**src/rtl/nav_arb.sv**
```systemverilog
// nav_arb: shares the navigate block between the host command processor
// (HOST) and the maze solver (SOL). It captures each requester's
// heading/move request and grants one owner, alternating when both are
// waiting. It issues a single start pulse, then waits for mv_cmplt and
// routes the completion pulse back to the owner only. A watchdog drops
// moves that never complete.
//
//   state   | meaning
//   --------+-----------------------------------------------------------
//   S_IDLE  | no owner; grant a pending requester if any
//   S_ISSUE | one cycle: start pulse to navigate, retire owner's pending
//   S_WAIT  | waiting for mv_cmplt or watchdog terminal count
module nav_arb #(
    parameter int unsigned           TMO_W   = 24,
    parameter logic [TMO_W-1:0]      TMO_CYC = 24'd10_000_000
) (
    input  logic        clk,
    input  logic        rst_n,
    input  logic        host_strt_hdng,
    input  logic        host_strt_mv,
    input  logic [11:0] host_hdng,
    input  logic        host_stp_lft,
    input  logic        host_stp_rght,
    input  logic        sol_strt_hdng,
    input  logic        sol_strt_mv,
    input  logic [11:0] sol_hdng,
    input  logic        sol_stp_lft,
    input  logic        sol_stp_rght,
    input  logic        mv_cmplt,
    output logic        strt_hdng,
    output logic        strt_mv,
    output logic [11:0] dsrd_hdng,
    output logic        stp_lft,
    output logic        stp_rght,
    output logic        host_cmplt,
    output logic        sol_mv_cmplt,
    output logic [1:0]  owner,
    output logic        busy,
    output logic        nav_tmo
);

    typedef enum logic [1:0] {S_IDLE, S_ISSUE, S_WAIT} state_t;

    localparam logic [1:0] OWN_NONE = 2'b00;
    localparam logic [1:0] OWN_HOST = 2'b01;
    localparam logic [1:0] OWN_SOL  = 2'b10;

    state_t            state, state_nxt;

    logic              host_v, host_is_hdng, host_sl, host_sr;
    logic [11:0]       host_hdng_q;
    logic              sol_v, sol_is_hdng, sol_sl, sol_sr;
    logic [11:0]       sol_hdng_q;

    logic              last_sol;
    logic              is_hdng_q;
    logic [1:0]        owner_q;
    logic [11:0]       dsrd_hdng_q;
    logic              stp_lft_q, stp_rght_q;
    logic              host_cmplt_q, sol_cmplt_q;

    logic [TMO_W-1:0]  wdog_cnt;
    logic              wdog_tc;
    logic              grant_any, grant_sol;
    logic              host_req, sol_req;

    assign host_req  = host_strt_hdng | host_strt_mv;
    assign sol_req   = sol_strt_hdng  | sol_strt_mv;
    assign grant_any = host_v | sol_v;
    // SOL wins only when HOST is idle or HOST had the previous turn.
    assign grant_sol = sol_v & (~host_v | ~last_sol);
    // Down-counter reaches zero exactly TMO_CYC cycles into WAIT.
    assign wdog_tc   = (wdog_cnt == '0);

    // HOST pending request: a pulse (re)loads it, issuing the owner retires it.
    always_ff @(posedge clk or negedge rst_n) begin
        if (!rst_n) begin
            host_v       <= 1'b0;
            host_is_hdng <= 1'b0;
            host_hdng_q  <= 12'h000;
            host_sl      <= 1'b0;
            host_sr      <= 1'b0;
        end else if (host_req) begin
            host_v       <= 1'b1;
            host_is_hdng <= host_strt_hdng;
            host_hdng_q  <= host_hdng;
            host_sl      <= host_stp_lft;
            host_sr      <= host_stp_rght;
        end else if (state == S_ISSUE && owner_q == OWN_HOST) begin
            host_v       <= 1'b0;
        end
    end

    // SOL pending request, same rules as HOST.
    always_ff @(posedge clk or negedge rst_n) begin
        if (!rst_n) begin
            sol_v       <= 1'b0;
            sol_is_hdng <= 1'b0;
            sol_hdng_q  <= 12'h000;
            sol_sl      <= 1'b0;
            sol_sr      <= 1'b0;
        end else if (sol_req) begin
            sol_v       <= 1'b1;
            sol_is_hdng <= sol_strt_hdng;
            sol_hdng_q  <= sol_hdng;
            sol_sl      <= sol_stp_lft;
            sol_sr      <= sol_stp_rght;
        end else if (state == S_ISSUE && owner_q == OWN_SOL) begin
            sol_v       <= 1'b0;
        end
    end

    // State register.
    always_ff @(posedge clk or negedge rst_n) begin
        if (!rst_n) state <= S_IDLE;
        else        state <= state_nxt;
    end

    // Next-state logic; completion and timeout both return to IDLE.
    always_comb begin
        state_nxt = state;
        case (state)
            S_IDLE:  if (grant_any) state_nxt = S_ISSUE;
            S_ISSUE: state_nxt = S_WAIT;
            S_WAIT:  if (mv_cmplt || wdog_tc) state_nxt = S_IDLE;
            default: state_nxt = S_IDLE;
        endcase
    end

    // Grant datapath: payload held from grant until the next grant.
    always_ff @(posedge clk or negedge rst_n) begin
        if (!rst_n) begin
            owner_q     <= OWN_NONE;
            dsrd_hdng_q <= 12'h000;
            stp_lft_q   <= 1'b0;
            stp_rght_q  <= 1'b0;
            is_hdng_q   <= 1'b0;
            last_sol    <= 1'b1;
        end else begin
            case (state)
                S_IDLE: begin
                    if (grant_any) begin
                        owner_q     <= grant_sol ? OWN_SOL : OWN_HOST;
                        dsrd_hdng_q <= grant_sol ? sol_hdng_q  : host_hdng_q;
                        stp_lft_q   <= grant_sol ? sol_sl      : host_sl;
                        stp_rght_q  <= grant_sol ? sol_sr      : host_sr;
                        is_hdng_q   <= grant_sol ? sol_is_hdng : host_is_hdng;
                    end
                end
                S_ISSUE: last_sol <= (owner_q == OWN_SOL);
                S_WAIT:  if (mv_cmplt || wdog_tc) owner_q <= OWN_NONE;
                default: owner_q <= OWN_NONE;
            endcase
        end
    end

    // Watchdog: loaded on issue, counts down in WAIT, holds at zero.
    always_ff @(posedge clk or negedge rst_n) begin
        if (!rst_n) begin
            wdog_cnt <= '0;
        end else if (state == S_ISSUE) begin
            wdog_cnt <= TMO_CYC - TMO_W'(1);
        end else if (state == S_WAIT && !wdog_tc) begin
            wdog_cnt <= wdog_cnt - TMO_W'(1);
        end
    end

    // Completion pulses go only to the current owner, one cycle after mv_cmplt.
    always_ff @(posedge clk or negedge rst_n) begin
        if (!rst_n) begin
            host_cmplt_q <= 1'b0;
            sol_cmplt_q  <= 1'b0;
        end else begin
            host_cmplt_q <= (state == S_WAIT) && mv_cmplt && (owner_q == OWN_HOST);
            sol_cmplt_q  <= (state == S_WAIT) && mv_cmplt && (owner_q == OWN_SOL);
        end
    end

    // Output decode; timeout fires in the terminal cycle unless mv_cmplt arrives.
    always_comb begin
        strt_hdng    = 1'b0;
        strt_mv      = 1'b0;
        nav_tmo      = 1'b0;
        busy         = (state != S_IDLE);
        owner        = owner_q;
        dsrd_hdng    = dsrd_hdng_q;
        stp_lft      = stp_lft_q;
        stp_rght     = stp_rght_q;
        host_cmplt   = host_cmplt_q;
        sol_mv_cmplt = sol_cmplt_q;
        if (state == S_ISSUE) begin
            strt_hdng = is_hdng_q;
            strt_mv   = ~is_hdng_q;
        end
        if (state == S_WAIT && wdog_tc && !mv_cmplt) begin
            nav_tmo = 1'b1;
        end
    end

endmodule

```
**config.mk**
```make
export PLATFORM = sky130hd
export DESIGN_NAME = nav_arb
export DESIGN_NICKNAME = d
export VERILOG_FILES = /design/src/rtl/nav_arb.sv
export SDC_FILE = /design/constraint.sdc
export NUM_CORES = 1
export LEC_CHECK = 0
export BUFFER_PORTS_ARGS = -buffer_cell sky130_fd_sc_hd__buf_2
export CAP_MARGIN = 20
export CORE_MARGIN = 5
export CORE_UTILIZATION = 50
export DETAILED_ROUTE_END_ITERATION = 12
export PLACE_DENSITY = 0.83
export SLEW_MARGIN = 20
export SYNTH_ARGS = -nofsm -noshare
export SYNTH_HDL_FRONTEND = slang
export SYNTH_SLANG_ARGS = --single-unit
```
**constraint.sdc**
```tcl
create_clock -name clk -period 2.9 [get_ports clk]
set_input_delay 0 -clock clk [delete_from_list [all_inputs] [get_ports clk]]
set_output_delay 0 -clock clk [all_outputs]
set_load 0.01 [all_outputs]
```
* Word-level counts from Yosys, hierarchy flattened
Cells that the tools add are included.
Storage, ports and cells: output and inout bits 22, bits of input ports 35, logic and storage cells 75, register bits after elaboration 78
Operators by class: multiplexer cells 19, bitwise operators 9, equal/unequal tests 6, add/sub/neg operators 1, reductions and logical operators 20
Operators with widths (count):
- $mux 24 | 2
- $logic_not 24->1 | 1
- $sub 24x1->24 const B | 1
- $mux 12 | 1
- $pmux 2 s3 | 2
- $mux 1 | 10
- $logic_and 1x1->1 | 8
- $mux 2 | 4
- $reduce_bool 2->1 | 4
- $eq 2x1->1 const B | 2
- $eq 2x2->1 const B | 2
- $ne 2x2->1 const B | 2
- $not 1->1 | 4
- $or 1x1->1 | 4
- $reduce_and 2->1 | 2
- $reduce_and 3->1 | 1
- $logic_not 1->1 | 2
- $logic_not 2->1 | 1
- $and 1x1->1 | 1
- $logic_or 1x1->1 | 1

* Logic depth before layout (Yosys ltp)
Gate-level depths: netlist of the first run.
word-level depth 6, mapped depth 7, mapped depth without buffers 6

* Worst setup path after synthesis of the first run
Ideal clock, no wire load.
path type register to register, start register wdog_cnt[2], end register wdog_cnt[6], cell stages (with the launch flop) 7, required time 2.751 ns, buffers on the path 1, arrival 1.715 ns, library setup time 0.149 ns, path slack 1.036 ns, cell sequence dfrtp_1 -> nor3_4 -> nand4b_2 -> o31a_1 -> buf_6 -> a311oi_1 -> a41oi_1
On the way: longest elaborated chain between the ends 4, elaborated cells between the ends (all ways) 7
RTL lines:
- start, declared | RTL line 62 | logic [TMO_W-1:0] wdog_cnt;
- start signal, assigned | RTL line 162 | wdog_cnt <= TMO_CYC - TMO_W'(1);
- start signal, assigned | RTL line 164 | wdog_cnt <= wdog_cnt - TMO_W'(1);
- branches (longest 4 deep; another with $sub 24x1->24)
Parallel ways; which one is timed is not known. The select of a mux whose other input is x is not followed. A chain may end at the register's enable or synchronous reset.

* Final worst setup path of the first run
start register wdog_cnt[2], end register wdog_cnt[9]
Same word-level chain as after synthesis.

==> run metrics, run 1 <==
post-route ant nets=0; Mapped Nets=352; Port Buffers=56; clock transition at the registers of the reported paths=0.09 ns; Power Total=3.334 mW; Fin Setup TNS=0 ns; final slew viol count=0; Hold Path Class=in2reg; clock power share=24.7%; DRT Wirelength=8575 um; Max IR drop VDD=0.5584 mV; synth warn=0; CP top delay family=simple AND/OR/NAND/NOR gates; design area=0.004476 mm^2; vias in the first global route=3024; Seq pwr share=43.3%; Die X=94.54 um; Final nets=441; Critical Path Source Type=register; Post-Route Skew=0.01108 ns; Critical path buffers and inverters=0; DR iter-0 viols=140; gpl congestion=0.9449; Largest stage delay, worst path=0.63 ns; layout cells sized above 1=28.61%; synth top area cells=dfrtp_1 (54%), mux2_2 (8.8%), mux2i_1 (7.3%); Synth area leader=dfrtp_1; Die ar.=0.008938 mm^2; largest net degree at the start of global routing=79; register area share after synthesis=54.66%; number of core rows=30; Int Pwr=2.113 mW; Die Span Y=94.54 um; Max Freq=0.4591 GHz; Core Util, Final=65.15%; main flop type after synthesis=dfrtp_1; switch share=36.63%; RSZ-0062 raised after global routing=no; n_diodes=0; Slowest-stage cell, CP=o31ai_4; Slew headroom=36.04%; worst skew pair latency=0.35 ns; Commonest cells post-synth=dfrtp_1 (77), nor2_1 (33), mux2_2 (28), mux2i_1 (26), nand2_1 (20); Non-Filler Instances=505; Hold Violations, Final=0; post-synth cell types=48; initial antenna violation count=0; synthesized instance count=315; num ports=57; Longest Clk Path Bufs=2; setup violators final=0; Critical Path Sink Type=register; min Tclk post-route=2.178 ns; DR vias/cell=5.584; Final Cycle Share=75.11%; dpl cell area=0.003940 mm^2; floorplan core area=0.006869 mm^2; Total GRT Usage=20.98%; synthesis-stage register bit count=78; WL per Instance=16.98 um; DR vias=2820; first-pass GRT wire length=14430 um; cts bufs inserted=9; CP arrival=2.36 ns; power density cells=744.9 mW/mm^2; worst-margin pin slew=0.9593 ns; CP required=3.09 ns; combinational share of power=32.0%; Max-cap violations=0; CTS tree=done; Layout area overhead=25.25%; status=finished, final reports clean; area share of the largest cell type after synthesis=53.92%; # fillers=476; Post-synth EDFFs=0; CP Cell Sequence=nor3_4 -> nand4b_2 -> o31ai_4 -> or4_2 -> nand3_1; H-tree depth=3; DRC Markers=0; CTS Sinks=78; critical path class=reg2reg; hpwl dp=5259 um; Synth async-reset ratio=100.0%; Syn Std Cell Area=0.003573 mm^2; Pleak=1.957 nW; Initial Util=52.02%; P_sw=1.221 mW; synthesized area per cell=11.34 um^2; crit-path max FO=19; Post-CTS Setup Repair Bufs=0; top-count cell post-synth=dfrtp_1; placed insts=455; Initial DRT Pass Iterations=4; clk root buf=clkbuf_8; GRT overflow=0
-- cells in the final DEF, fill, tap and decap left out, types with 3 or more instances in the layout --
cell type,netlist,final
a21oi_1,18,18
and2_1,3,3
buf_2,4,55
buf_4,0,5
clkbuf_8,0,9
dfrtp_1,77,77
dlygate4sd3_1,0,34
inv_1,6,6
mux2_2,28,28
mux2i_1,26,26
nand2_1,20,20
nand2b_1,4,4
nand3_1,10,10
nor2_1,33,32
nor3_1,6,6
nor4_1,9,9
o21ai_0,11,11
o31ai_1,4,4
or3_1,4,4
-- power by group through the flow --
| stage | Clock (mW) | Combinational, mW | Sequential, mW |
|---|---|---|---|
| finish | 0.823 | 1.07 | 1.44 |
| global route | 0.880 | 1.18 | 1.47 |
| CTS | 0.832 | 1.06 | 1.43 |
| detailed placement | 0 | 1.01 | 1.45 |
| global placement | 0 | 0.980 | 1.44 |
| floorplan | 0 | 0.653 | 1.46 |
-- per-layer routing --
layer	vias up	GRT usage [%]	share of wire, %
li1	1311	-	-
met1	1382	24.10	40
met2	100	36.76	52
met3	27	4.382	5.3
met4	0	10.94	2.9
met5	-	0	0
-- cell families (layout without fill, tap and decap cells) --
| family | after synthesis | after routing | share of synthesized area, % |
|---|---|---|---|
| DFF | 78 | 78 | 54.66 |
| and+or+nand+nor | 106 | 106 | 16.00 |
| AOI/OAI and AO/OA | 53 | 53 | 9.875 |
| muxes | 54 | 54 | 16.11 |
| buffers and inverters | 22 | 116 | 2.661 |
| adders and majority gates | 2 | 2 | 0.7002 |
-- repair_timing --
action / in CTS / in global routing
resized for setup: 0 / 0
hold endpoints to repair: 112 / 0
hold buffers: 34 / 0
-- registers in the layout, summed over array words and instances, names as in the netlist --
register,count
is_hdng_q,1
sol_hdng_q,12
state,2
host_v,1
last_sol,1
host_cmplt,1
sol_sr,1
stp_rght,1
host_hdng_q,12
host_sr,1
host_sl,1
sol_is_hdng,1
wdog_cnt,24
dsrd_hdng,12
sol_v,1
stp_lft,1
host_is_hdng,1
owner,2
sol_sl,1
sol_mv_cmplt,1
-- path summary, 6_finish.rpt --
| kind | cells after the start | endpoint | start | slack, ns |
|---|---|---|---|---|
| min reg2reg | 1 | wdog_cnt[22] | wdog_cnt[22] | 0.49 |
| min in group asynchronous | 2 | wdog_cnt[10] | rst_n | 0.35 |
| max | 5 | wdog_cnt[9] | wdog_cnt[2] | 0.72 |
| max reg2reg | 5 | wdog_cnt[9] | wdog_cnt[2] | 0.72 |
| min | 4 | sol_v | sol_strt_mv | 0.07 |
| max in group asynchronous | 2 | sol_mv_cmplt | rst_n | 1.94 |
-- tightest hold or removal path, stage by stage --
cell and delay (ns):
buf_2 0.08, nor2_1 0.04, buf_4 0.19, nand2_1 0.07
-- layout make-up --
cell class              instances  area, um^2  area share (%)
repair buffers                 94       653.1           14.59
inverters                       6       22.52          0.5032
well taps                      96       120.1           2.684
clock buffers                  10       127.6           2.852
multi-input cells             215        1531           34.22
flip-flops and latches         78        1953           43.64
clock inverters                 6       67.56           1.510
-- stage by stage --
step	hold WS [ns]	setup slack [ns]
2_1_floorplan	-0.2956	1.036
3_5_place_dp	0.2040	0.7399
3_3_place_gp	0.1943	0.8121
4_1_cts	0.05689	0.7140
6_report	0.07462	0.7217
5_1_grt	0.08924	0.5494
Note: power is estimated with default switching activity, not from simulation.
==> inputs of run 2 (changes only) <==
Settings changed: PLACE_DENSITY 0.83 to 0.86.
Clock period 2.9 ns to 1.9 ns, I/O delays scaled along.
==> run 2 against run 1 <==
The flow now finishes with violations (negative setup slack). Sequential share of layout area is 4.2 points lower. Fmax is 11% higher. Combinational power grew 84%. Critical endpoint is now wdog_cnt[23]. Largest cell class unchanged. Largest power group unchanged.
==> run metrics, run 2 (synthesis gave the netlist of run 1 again) <==
status=complete, but fails checks; failing checks=negative setup slack; worst-margin pin slew=0.3890 ns (-0.5703 ns); placed insts=488 (+7.3%); min Tclk post-route=1.961 ns (-0.2168 ns); Die ar.=0.008938 mm^2 (unchanged); WL per Instance=17.92 um (+5.5%); CP arrival=2.25 ns (-0.11 ns); Critical path buffers and inverters=1 (+1); Final Cycle Share=103.2% (+28 points); critical path class=reg2reg; initial antenna violation count=0 (unchanged); CP Cell Sequence=nor4_4 -> and2_4 -> nand3_4 -> buf_4 -> or4_1 -> nand3_1; Die Span Y=94.54 um (unchanged); num ports=57 (unchanged); Die X=94.54 um (unchanged); number of core rows=30 (unchanged); Slew headroom=74.07% (+38 points); Max Freq=0.5098 GHz (+11%); RSZ-0062 raised after global routing=yes; power density cells=1064 mW/mm^2 (+43%); final slew viol count=0 (unchanged); vias in the first global route=3268 (+8.1%); most frequent cells in the layout=dfrtp_1 (76), buf_2 (55), buf_4 (47); Hold Violations, Final=0 (unchanged); Critical Path Source Type=register; Fin Setup TNS=-0.1501 ns (-0.1501 ns); Post-Route Skew=0.01635 ns (+0.005270 ns); CP startpoint=wdog_cnt[8]; Initial Util=52.02% (unchanged); Critical Path Sink Type=register; Max-cap violations=0 (unchanged); cts bufs inserted=9 (unchanged); cells on worst reg2reg path=6 (+1); clock transition at the registers of the reported paths=0.08 ns (about the same); largest net degree at the start of global routing=52 (-34%); DR vias=3081 (+9.3%); final hold slack=0.09922 ns (+0.02461 ns); Port Buffers=56 (unchanged); WP depth=6 (+1); Slowest-stage cell, CP=or4_1; Power Total=5.275 mW (+58%); Hold Path Class=in2reg; crit-path max FO=2 (-17); floorplan core area=0.006869 mm^2 (unchanged); CTS tree=done; clk root buf=clkbuf_8; largest reg by FF count=wdog_cnt; Longest Clk Path Bufs=2 (unchanged); gpl congestion=0.9117 (-3.5%); H-tree depth=3 (unchanged); n_diodes=0 (unchanged); Pleak=2.204 nW (+13%); Total GRT Usage=22.70% (+1.7 points); Max IR drop VDD=0.7131 mV (+28%); CTS Sinks=78 (unchanged); Final nets=487 (+10%); r2r setup slk=-0.06 ns (-0.78 ns); setup ws final=-0.06144 ns (-0.7832 ns); max reg flops=24 (unchanged); CP top delay family=simple AND/OR/NAND/NOR gates; GRT overflow=0 (unchanged); post-route ant nets=0 (unchanged); Layout area overhead=38.69%; RR Startpoint=wdog_cnt[8]; Core Util, Final=72.15% (+7.0 points); first-pass GRT wire length=15640 um (+8.3%); CP required=2.19 ns (-0.90 ns); commonest non-fill, non-tap cell in the layout=dfrtp_1; layout cells sized above 1=39.34% (+11 points); Worst Setup EP=wdog_cnt[23]; Initial DRT Pass Iterations=4 (unchanged); DRT Wirelength=9873 um (+15%); DR vias/cell=5.592 (+0.13%); DRC Markers=0 (unchanged); DR iter-0 viols=147 (+5.0%); Largest stage delay, worst path=0.50 ns (-0.13 ns); worst skew pair latency=0.36 ns (about the same); Critical R2R Capture=wdog_cnt[23]; setup violators final=3 (+3); Worst Hold Launch=host_strt_mv; Non-Filler Instances=551 (+9.1%); hpwl dp=5703 um (+8.4%)
run 2: cell types whose count changed in the layout (fill, tap and decap cells not counted), moves of 2 or more:
cell | before | now
a311oi_2 | 0 | 2
nor3_1 | 6 | 3
nand2_2 | 0 | 2
buf_4 | 5 | 47
buf_6 | 0 | 2
nand2_1 | 20 | 18
nor3_2 | 1 | 4
nor4_1 | 9 | 4
nor4_4 | 0 | 4
a311oi_1 | 2 | 0
run 2: worst min path at each step:
stage / endpoint / slack [ns] / cells after the start
2_1_floorplan: dsrd_hdng[0] / -0.30 / 0
3_3_place_gp: wdog_cnt[5] / -0.06 / 1
3_5_place_dp: wdog_cnt[5] / -0.05 / 1
4_1_cts: sol_v / 0.08 / 4
5_1_grt: host_v / 0.12 / 4
6_report: host_v / 0.1 / 4
run 2: report_power, final:
group          internal, mW  leakage (nW)  switching (mW)
clock                 0.514        0.0849           0.642
sequential             1.96         0.885           0.190
combinational         0.839          1.23            1.13
total                  3.32          2.20            1.96
run 2: layout make-up:
class | count | area (um^2)
clock buffers | 10 | 137.6
flip-flops and latches | 78 | 1954
well taps | 96 | 120.1
fillers | 442 | 1913
repair buffers | 139 | 1011
multi-input cells | 216 | 1665
inverters | 6 | 22.52
clock inverters | 6 | 45.04
run 2: worst min-delay path, cell delays in order:
cell	delay, ns
buf_2	0.09
nor2_1	0.04
buf_4	0.20
nand2_1	0.08
run 2: layer usage:
layer	part of all wire, %	vias up	GRT usage, %	wire length [um]
li1	-	1412	-	-
met4	3.2	0	9.615	311
met3	7.0	37	6.375	690
met1	37	1510	24.90	3618
met2	53	122	41.02	5252
met5	0	-	0	0
run 2: metrics by stage:
stage / setup slack [ns] / cell area, um^2
detailed placement: -0.06731 / 4200
global placement: 0.01605 / 4200
finish: -0.06144 / 4956
CTS: 0.01289 / 4787
floorplan: 0.03604 / 3573
global route: -0.1446 / 4956
run 2: timing repair:
item,CTS,global route
hold buffers,34,0
hold endpoints to repair,110,0
pin swaps,3,13
gates resized for setup,4,20
buffers inserted,4,8
endpoints found under the setup margin,5,20
gates cloned,1,0
